## config.mk

```make
export PLATFORM = sky130hd
export DESIGN_NAME = bp_fe_scan_ctrl
export DESIGN_NICKNAME = d
export VERILOG_FILES = /design/src/rtl/bp_fe_scan_ctrl.sv
export SDC_FILE = /design/constraint.sdc
export NUM_CORES = 1
export LEC_CHECK = 0
export ABC_CLOCK_PERIOD_IN_PS = 8600
export CAP_MARGIN = 0
export CORE_MARGIN = 3
export CORE_UTILIZATION = 62
export CTS_BUF_LIST = sky130_fd_sc_hd__clkbuf_8
export CTS_CLUSTER_SIZE = 8
export DETAILED_ROUTE_END_ITERATION = 10
export PLACE_DENSITY = 0.83
export SLEW_MARGIN = 40
export SYNTH_ARGS = -nofsm -noshare
export SYNTH_HDL_FRONTEND = slang
export SYNTH_SLANG_ARGS = --single-unit
export TNS_END_PERCENT = 10
```

## constraint.sdc

```tcl
create_clock -name clk_i -period 8.6 [get_ports clk_i]
set_clock_uncertainty 0.2 [all_clocks]
set_input_delay 1.29 -clock clk_i [delete_from_list [all_inputs] [get_ports clk_i]]
set_output_delay 1.29 -clock clk_i [all_outputs]
set_load 0.05 [all_outputs]
```

## src/rtl/bp_fe_scan_ctrl.sv

```systemverilog
// Front-end scan controller: classifies fetched instructions, maintains a circular
// return-address stack and issues registered, held-until-accepted static redirects.

package bp_fe_scan_pkg;
    typedef enum logic [2:0] {
        e_rvc,
        e_rvi_call,
        e_rvi_ret,
        e_rvi_jal,
        e_rvi_branch,
        e_rvi_jalr,
        e_default
    } scan_class_e;
endpackage

module instr_scan
    import bp_fe_scan_pkg::*;
#(
    parameter int instr_width_p = 32
) (
    input  logic [instr_width_p-1:0] instr_i,
    output scan_class_e              scan_class_o,
    output logic [63:0]              imm_o
);
    logic [6:0] opcode;
    logic [4:0] rd;
    logic [4:0] rs1;
    logic       rd_link;
    logic       rs1_link;

    assign opcode   = instr_i[6:0];
    assign rd       = instr_i[11:7];
    assign rs1      = instr_i[19:15];
    assign rd_link  = (rd == 5'd1) || (rd == 5'd5);
    assign rs1_link = (rs1 == 5'd1) || (rs1 == 5'd5);

    // NOTE: every output gets a default first so no path leaves it unassigned (no latch).
    always_comb begin
        scan_class_o = e_default;
        imm_o        = '0;
        if (instr_i[1:0] != 2'b11) begin
            scan_class_o = e_rvc;
        end else begin
            case (opcode)
                7'b1101111: begin
                    imm_o = {{44{instr_i[31]}}, instr_i[19:12], instr_i[20], instr_i[30:21], 1'b0};
                    scan_class_o = rd_link ? e_rvi_call : e_rvi_jal;
                end
                7'b1100111: begin
                    imm_o = {{52{instr_i[31]}}, instr_i[31:20]};
                    if (rd_link)
                        scan_class_o = e_rvi_call;
                    else if (rs1_link && (rd == 5'd0))
                        scan_class_o = e_rvi_ret;
                    else
                        scan_class_o = e_rvi_jalr;
                end
                7'b1100011: begin
                    imm_o = {{52{instr_i[31]}}, instr_i[7], instr_i[30:25], instr_i[11:8], 1'b0};
                    scan_class_o = e_rvi_branch;
                end
                default: ;
            endcase
        end
    end
endmodule

module bp_fe_scan_ctrl
    import bp_fe_scan_pkg::*;
#(
    parameter int eaddr_width_p = 64,
    parameter int instr_width_p = 32,
    parameter int ras_els_p     = 8
) (
    input  logic                               clk_i,
    input  logic                               reset_i,
    input  logic                               fetch_v_i,
    input  logic [eaddr_width_p-1:0]           fetch_pc_i,
    input  logic [instr_width_p-1:0]           fetch_instr_i,
    output logic                               fetch_ready_o,
    input  logic                               flush_i,
    output logic                               redirect_v_o,
    output logic [eaddr_width_p-1:0]           redirect_pc_o,
    input  logic                               redirect_yumi_i,
    output logic [$clog2(ras_els_p+1)-1:0]     ras_count_o
);
    localparam int ptr_w_lp = $clog2(ras_els_p);
    localparam int cnt_w_lp = $clog2(ras_els_p + 1);

    typedef enum logic {e_idle, e_redirect} state_e;

    state_e                   state_r, state_n;
    scan_class_e              scan_class;
    logic [63:0]              scan_imm;
    logic                     accept;
    logic                     push, pop, redirect_load;
    logic [eaddr_width_p-1:0] redirect_target;
    logic [eaddr_width_p-1:0] pc_plus4, pc_plus_imm;
    logic [eaddr_width_p-1:0] redirect_pc_r;
    logic [ptr_w_lp-1:0]      tp_r, tp_inc, tp_dec;
    logic [cnt_w_lp-1:0]      count_r;
    logic [eaddr_width_p-1:0] ras_mem [ras_els_p];

    instr_scan #(.instr_width_p(instr_width_p)) scan (
        .instr_i      (fetch_instr_i),
        .scan_class_o (scan_class),
        .imm_o        (scan_imm)
    );

    assign fetch_ready_o = (state_r == e_idle) && !flush_i;
    assign accept        = fetch_v_i && fetch_ready_o;
    assign pc_plus4      = fetch_pc_i + eaddr_width_p'(4);
    assign pc_plus_imm   = fetch_pc_i + scan_imm[eaddr_width_p-1:0];
    assign tp_inc        = tp_r + ptr_w_lp'(1);
    assign tp_dec        = tp_r - ptr_w_lp'(1);

    assign redirect_v_o  = (state_r == e_redirect);
    assign redirect_pc_o = redirect_pc_r;
    assign ras_count_o   = count_r;

    always_comb begin
        state_n         = state_r;
        push            = 1'b0;
        pop             = 1'b0;
        redirect_load   = 1'b0;
        redirect_target = pc_plus_imm;
        case (state_r)
            e_idle: begin
                if (accept) begin
                    case (scan_class)
                        e_rvi_call: begin
                            push          = 1'b1;
                            redirect_load = (fetch_instr_i[6:0] == 7'b1101111);
                        end
                        e_rvi_ret: begin
                            if (count_r != '0) begin
                                pop             = 1'b1;
                                redirect_load   = 1'b1;
                                redirect_target = ras_mem[tp_r];
                            end
                        end
                        e_rvi_jal:    redirect_load = 1'b1;
                        e_rvi_branch: redirect_load = scan_imm[63];
                        default: ;
                    endcase
                end
                if (redirect_load)
                    state_n = e_redirect;
            end
            e_redirect: begin
                if (redirect_yumi_i)
                    state_n = e_idle;
            end
            default: state_n = e_idle;
        endcase
        // Flush overrides a concurrent yumi; accept is already blocked via fetch_ready_o.
        if (flush_i)
            state_n = e_idle;
    end

    always_ff @(posedge clk_i or posedge reset_i) begin
        if (reset_i)
            state_r <= e_idle;
        else
            state_r <= state_n;
    end

    always_ff @(posedge clk_i or posedge reset_i) begin
        if (reset_i) begin
            redirect_pc_r <= '0;
            tp_r          <= '0;
            count_r       <= '0;
        end else begin
            if (redirect_load)
                redirect_pc_r <= redirect_target;
            if (push) begin
                tp_r <= tp_inc;
                if (count_r != cnt_w_lp'(ras_els_p))
                    count_r <= count_r + cnt_w_lp'(1);
            end else if (pop) begin
                tp_r    <= tp_dec;
                count_r <= count_r - cnt_w_lp'(1);
            end
        end
    end

    // NOTE: RAS storage has no reset; tp/count alone decide which entries are valid.
    always_ff @(posedge clk_i) begin
        if (push)
            ras_mem[tp_inc] <= pc_plus4;
    end
endmodule
```

==> results of run 1 <==
## flip-flops by register name, indices dropped and copies added (netlist names)
register       cells
tp_r               3
ras_mem          512
redirect_v_o       1
ras_count_o        4
redirect_pc_o     64
## cell type report
| class | instances | area [µm²] |
|---|---|---|
| Fill cell | 2746 | 11700 |
| Clock buffer | 102 | 1400 |
| Clock inverter | 59 | 377 |
| Sequential cell | 584 | 17200 |
| Tap cell | 585 | 732 |
| Timing Repair Buffer | 196 | 1960 |
| Inverter | 25 | 95.1 |
| Multi-Input combinational cell | 1196 | 9990 |
## synth_stat cells, drive strengths merged, types with 13 or more instances
cell type  instances
o21bai            13
inv               25
nand3             41
mux2i             56
o21ai            108
xor2              39
mux4             128
nand4             33
xnor2             85
a21oi            125
nor3              21
nor2             104
dfrtp             72
and3              25
ha                68
edfxtp           512
nand2            147
a21o              47
buf               30
clkbuf            60
## cell families after synthesis
kind of cell | share of synthesized area [%]
DFF | 62.5
and+or+nand+nor | 7.26
muxes | 12.9
AOI/OAI and AO/OA | 8.51
buffers and inverters | 1.66
xor gates and xnor gates | 3.95
adders and majority gates | 3.24
## worst max-delay path, stage by stage
cell and delay (ns):
clkdlybuf4s50_1 0.46, and3b_1 0.22, nand3_1 0.22, a21oi_1 0.40
nand2_1 0.20, inv_1 0.65, ha_1 0.46, a21oi_1 0.24
o21a_1 0.17, o21ai_0 0.10, a221oi_1 0.70, a31oi_1 0.41
a221oi_1 0.41, xnor2_1 0.22, a21oi_1 0.12, o21ai_0 0.24
## placed cells by master (no fill, tap or decap), drive strengths merged, types with 33 or more instances in the layout
master / n
nand3: 41
clkbuf: 102
inv: 63
a21oi: 125
mux4: 128
dfrtp: 72
a21o: 47
ha: 68
xor2: 39
nand2: 147
o21ai: 108
nor2: 104
edfxtp: 512
xnor2: 85
clkdlybuf4s50: 170
nand4: 33
mux2i: 56
## stage by stage
stage | cells | instance area (µm²) | total power, mW
after floorplan | 1895 | 27500 | 3.30
after global placement | 2585 | 29900 | 3.43
after detailed placement | 2586 | 29900 | 3.43
after CTS | 2747 | 31700 | 5.66
after global routing | 2747 | 31700 | 5.82
final | 2747 | 31700 | 5.64
## report_power, final
part	switching, mW	internal, mW	leakage (nW)
combinational	0.181	0.113	4.59
sequential	0.00286	3.09	5.60
clock	1.02	1.23	1.04
total	1.20	4.43	11.2
## per-layer routing
layer | global-route usage [%] | vias to the layer above | part of all wire, % | wire length, µm
met5 | 0 | - | 0.019 | 13
met4 | 10.9 | 2 | 3.3 | 2300
met3 | 6.60 | 173 | 10 | 7110
met2 | 48.3 | 947 | 48 | 33600
met1 | 42.2 | 8872 | 39 | 27200
li1 | - | 7812 | - | -
## worst paths after layout
kind,cells past startpoint,startpoint,slack [ns],end
max in group asynchronous,3,reset_i,6.47,redirect_pc_o[48]$_DFFE_PP0P_
setup / recovery,16,fetch_instr_i[5],2.38,redirect_pc_o[48]$_DFFE_PP0P_
hold reg to reg,2,redirect_pc_o[33]$_DFFE_PP0P_,0.28,redirect_pc_o[33]$_DFFE_PP0P_
min in group asynchronous,2,reset_i,0.78,redirect_pc_o[1]$_DFFE_PP0P_
hold / removal,2,redirect_pc_o[33]$_DFFE_PP0P_,0.28,redirect_pc_o[33]$_DFFE_PP0P_
setup reg to reg,8,ras_count_o[0]$_DFFE_PP0P_,4.20,redirect_pc_o[59]$_DFFE_PP0P_
==> metrics.yaml, run 1 <==
outcome: "finished, final reports clean"
synth_area_um2: 27500
fin_tns_setup_ns: 0
drv_slew: 0
cts_resized: 0
clk_pin_slew_worst_paths_ns: 0.06
die_h_um: 217
cts_tree: "built"
vias_per_cell: 6.48
netlist_instances: 1895
n_antenna_cell: 0
fin_hold_ws_ns: 0.277
critPathRequiredTime_ns: 8.92
vdd_ir_drop_max_mv: 0.146
ys_ff_latch: 584
syn_nets: 2066
synth_edf_count: 512
grt_first_pass_wirelength_um: 107000
finalCriticalPeriod_ns: 6.22
holdCritPathClass: "reg2reg"
antenna_found_initial: 1
row_count: 76
setup_violations: 0
h-tree-depth: 3
routedWlPerCell_um: 25.6
io_buffers: 170
ios: 171
grt_overflow_total: 0
initial_utilization_pct: 63.3
first_pass_iters: 5
cap_violations: 0
routabilityCongestion: 0.967
grt_start_max_net_pins: 71
core_um2: 43500
tightest_slew_ns: 0.878
cts_buffer_depth: 3
rsz0062_at_grt: "no"
hpwl_um: 46300
endpoint_kind: "flip-flop"
synth_warnings: 0
dp_worst_setup_slack_ns: 1.96
worst_slack_ns: 2.38
hold_buffers: 0
drive_gt1_share_pct: 14.4
hold_viol: 0
cts_setup_buffers: 0
ant_nets: 0
fin_crit_sh_pct: 72.3
cts-root-buf: "clkbuf_8"
clock_sinks: 584
max_freq_mhz: 161
dr_total_vias: 17800
arrival_ns: 6.54
synth_top_area_share_pct: 55.9
power_leakage_nw: 11.2
die_w_um: 217
worstSkewPairLatency_ns: 0.66
die_area_um2: 46900
drtIter0Drc: 2038
grtUsageTotal_pct: 30.4
synth_largest_area_cell: "edfxtp_1"
synth_cell_types: 70
ys_async_sr_fraction_pct: 12.3
fin_nets: 2267
synth.avg_cell_area_um2: 14.5
synth_ff_type: "edfxtp_1"
numCtsBuffers: 93
post-route-util_pct: 73.0
cp_max_fo: 21
wirelength_um: 70300
drc: 0
syn2layout_area_growth_pct: 15.4
yosys-top-cells-area: "edfxtp_1, mux4_2, dfrtp_1"
ys_seq_area_share_pct: 62.5
maxSlewHeadroom_pct: 41.1
grt_pass1_vias: 18000
worstSetupPathType: "in2reg"
startpoint_type: "input pin"
powerDensity_nw_per_um2: 178
(Power assumes the default switching activity.)
==> run 2, diff against run 1 <==
--- a/config.mk
+++ b/config.mk
@@ -5,7 +5,7 @@
 export SDC_FILE = /design/constraint.sdc
 export NUM_CORES = 1
 export LEC_CHECK = 0
-export ABC_CLOCK_PERIOD_IN_PS = 8600
+export ABC_CLOCK_PERIOD_IN_PS = 6350
 export CAP_MARGIN = 0
 export CORE_MARGIN = 3
 export CORE_UTILIZATION = 62
==> constraint.sdc (replaced) <==
create_clock -name clk_i -period 6.35 [get_ports clk_i]
set_clock_uncertainty 0.2 [all_clocks]
set_input_delay 0.9525 -clock clk_i [delete_from_list [all_inputs] [get_ports clk_i]]
set_output_delay 0.9525 -clock clk_i [all_outputs]
set_load 0.05 [all_outputs]
==> metrics.yaml, run 2 (synthesized netlist as in run 1, its figures left out) <==
power_leakage_nw: 11.3  # was 11.2 nW
maxSlewHeadroom_pct: 45.1  # was 41.1%
hold_buffers: 0  # unchanged
final_common_cell: "edfxtp_1"  # unchanged
vias_per_cell: 6.54  # was 6.48
met2_usage_pct: 48.2  # was 48.3%
core_um2: 43500  # unchanged
cts_tree: "built"  # unchanged
drv_slew: 0  # unchanged
busiest_layer: "met2"  # unchanged
place_inst: 2597  # was 2586
max_freq_mhz: 190
cts_resized: 0  # unchanged
die_area_um2: 46900  # unchanged
fin_hold_ws_ns: 0.280  # was 0.277 ns
critPathRequiredTime_ns: 6.73  # was 8.92 ns
ios: 171  # unchanged
io_buffers: 170  # unchanged
powerDensity_nw_per_um2: 233  # was 178 nW/µm²
fin_cells: 2758  # was 2747
holdCritPathClass: "reg2reg"  # unchanged
clk_pin_slew_worst_paths_ns: 0.06  # about the same
fin_nets: 2276  # was 2267
grt_overflow_total: 0  # unchanged
mostFrequentLayoutCells: "edfxtp_1, clkdlybuf4s50_1, nand2_1, mux4_2, a21oi_1"  # unchanged
h-tree-depth: 3  # unchanged
cts-root-buf: "clkbuf_8"  # unchanged
arrival_ns: 5.65  # was 6.54 ns
grt_pass1_vias: 18000  # about the same
endpoint_kind: "flip-flop"  # unchanged
syn2layout_area_growth_pct: 15.4  # about the same
worstSkewPairLatency_ns: 0.68  # was 0.66 ns
first_pass_iters: 6  # was 5
largest-register: "ras_mem"  # unchanged
grt_first_pass_wirelength_um: 108000  # was 107000 µm
wirelength_um: 71300  # was 70300 µm
vdd_ir_drop_max_mv: 0.315  # was 0.146 mV
setup_violations: 0  # unchanged
register_area_um2: 17200  # unchanged
multi_input_area_um2: 9980  # was 9990 µm²
use_met3_pct: 6.06  # was 6.60%
antenna_found_initial: 0  # was 1
row_count: 76  # unchanged
grt.met1_usage_pct: 43.7  # was 42.2%
die_w_um: 217  # unchanged
initial_utilization_pct: 63.3  # unchanged
post-route-util_pct: 73.1  # was 73.0%
hpwl_um: 47400  # was 46300 µm
outcome: "finished, final reports clean"  # unchanged
drc: 0  # unchanged
ant_nets: 0  # unchanged
cap_violations: 0  # unchanged
grtUsageTotal_pct: 30.8  # was 30.4%
routabilityCongestion: 1.03  # was 0.967
cts_buffer_depth: 3  # unchanged
hold_viol: 0  # unchanged
cp_max_fo: 19  # was 21
die_h_um: 217  # unchanged
drive_gt1_share_pct: 14.5  # was 14.4%
drtIter0Drc: 2131  # was 2038
numCtsBuffers: 91  # was 93
fin_crit_sh_pct: 83.0
rsz0062_at_grt: "no"  # unchanged
tightest_slew_ns: 0.817  # was 0.878 ns
worstSetupPathType: "in2reg"  # unchanged
n_antenna_cell: 0  # unchanged
startpoint_type: "input pin"  # unchanged
dr_total_vias: 18000  # was 17800
clock_sinks: 584  # unchanged
finalCriticalPeriod_ns: 5.27
grt_start_max_net_pins: 86  # was 71
fillCellCount: 2732  # was 2746
cts_setup_buffers: 0  # unchanged
routedWlPerCell_um: 25.8  # was 25.6 µm
largest_reg_flops: 512  # unchanged
## run 2: cell types whose count changed in the layout (fill, tap and decap cells not counted), moves of 2 or more
cell / delta
buf_12: +8
buf_4: +8
buf_6: -5
bufinv_16: -5
clkbuf_8: -2
clkinv_1: -3
inv_1: +8
## run 2: critical path: stages
cell	delay [ns]
clkdlybuf4s50_1	0.46
and3b_1	0.19
nand3_1	0.20
a21oi_1	0.19
buf_4	0.17
nand2_1	0.15
inv_1	0.12
buf_4	0.26
ha_1	0.34
a21o_1	0.20
a21o_1	0.19
a221oi_1	0.48
o21ai_1	0.15
a2111oi_1	0.56
a21oi_1	0.24
o22ai_1	0.33
xnor2_1	0.18
o22ai_1	0.10
o21ai_0	0.19
## run 2: where the power goes
group	total (mW)	internal, mW	switching [mW]	leakage [nW]
logic	0.398	0.154	0.244	4.67
clock network	2.82	1.44	1.38	0.997
registers	4.19	4.18	0.00415	5.60
## run 2: layout make-up
| cell class | count | area share (%) |
|---|---|---|
| sequential | 584 | 54.1 |
| multi-input combinational | 1196 | 31.4 |
| timing repair buffer | 207 | 6.68 |
| clock buffer | 100 | 4.33 |
| tap | 585 | 2.31 |
| clock inverter | 61 | 0.816 |
| inverter | 25 | 0.300 |
## run 2: final timing paths
path                                          startpoint                             to  slack, ns  cells past startpoint
setup / recovery                        fetch_instr_i[6]  redirect_pc_o[53]$_DFFE_PP0P_       1.08                     19
hold / removal             redirect_pc_o[21]$_DFFE_PP0P_  redirect_pc_o[21]$_DFFE_PP0P_       0.28                      2
setup reg to reg              ras_count_o[0]$_DFFE_PP0P_  redirect_pc_o[29]$_DFFE_PP0P_       2.79                      8
hold reg to reg            redirect_pc_o[21]$_DFFE_PP0P_  redirect_pc_o[21]$_DFFE_PP0P_       0.28                      2
max in group asynchronous                        reset_i            tp_r[2]$_DFFE_PP0P_       4.26                      3
min in group asynchronous                        reset_i   redirect_pc_o[2]$_DFFE_PP0P_       0.49                      2
## run 2: metrics by stage
stage / power [mW] / setup WS, ns / cell area (µm²) / setup TNS, ns
after CTS: 7.44 / 1.17 / 31700 / 0
after global routing: 7.66 / 0.664 / 31700 / 0
final: 7.41 / 1.08 / 31700 / 0
after global placement: 4.64 / 0.544 / 30100 / 0
after floorplan: 4.47 / -1.50 / 27500 / -375.34
after detailed placement: 4.65 / 0.460 / 30100 / 0
## run 2: metal layers
metal / vias to the layer above / wire, µm
li1: 7830 / -
met1: 9012 / 28100
met2: 1030 / 33800
met3: 163 / 6890
met4: 0 / 2420
met5: - / 0
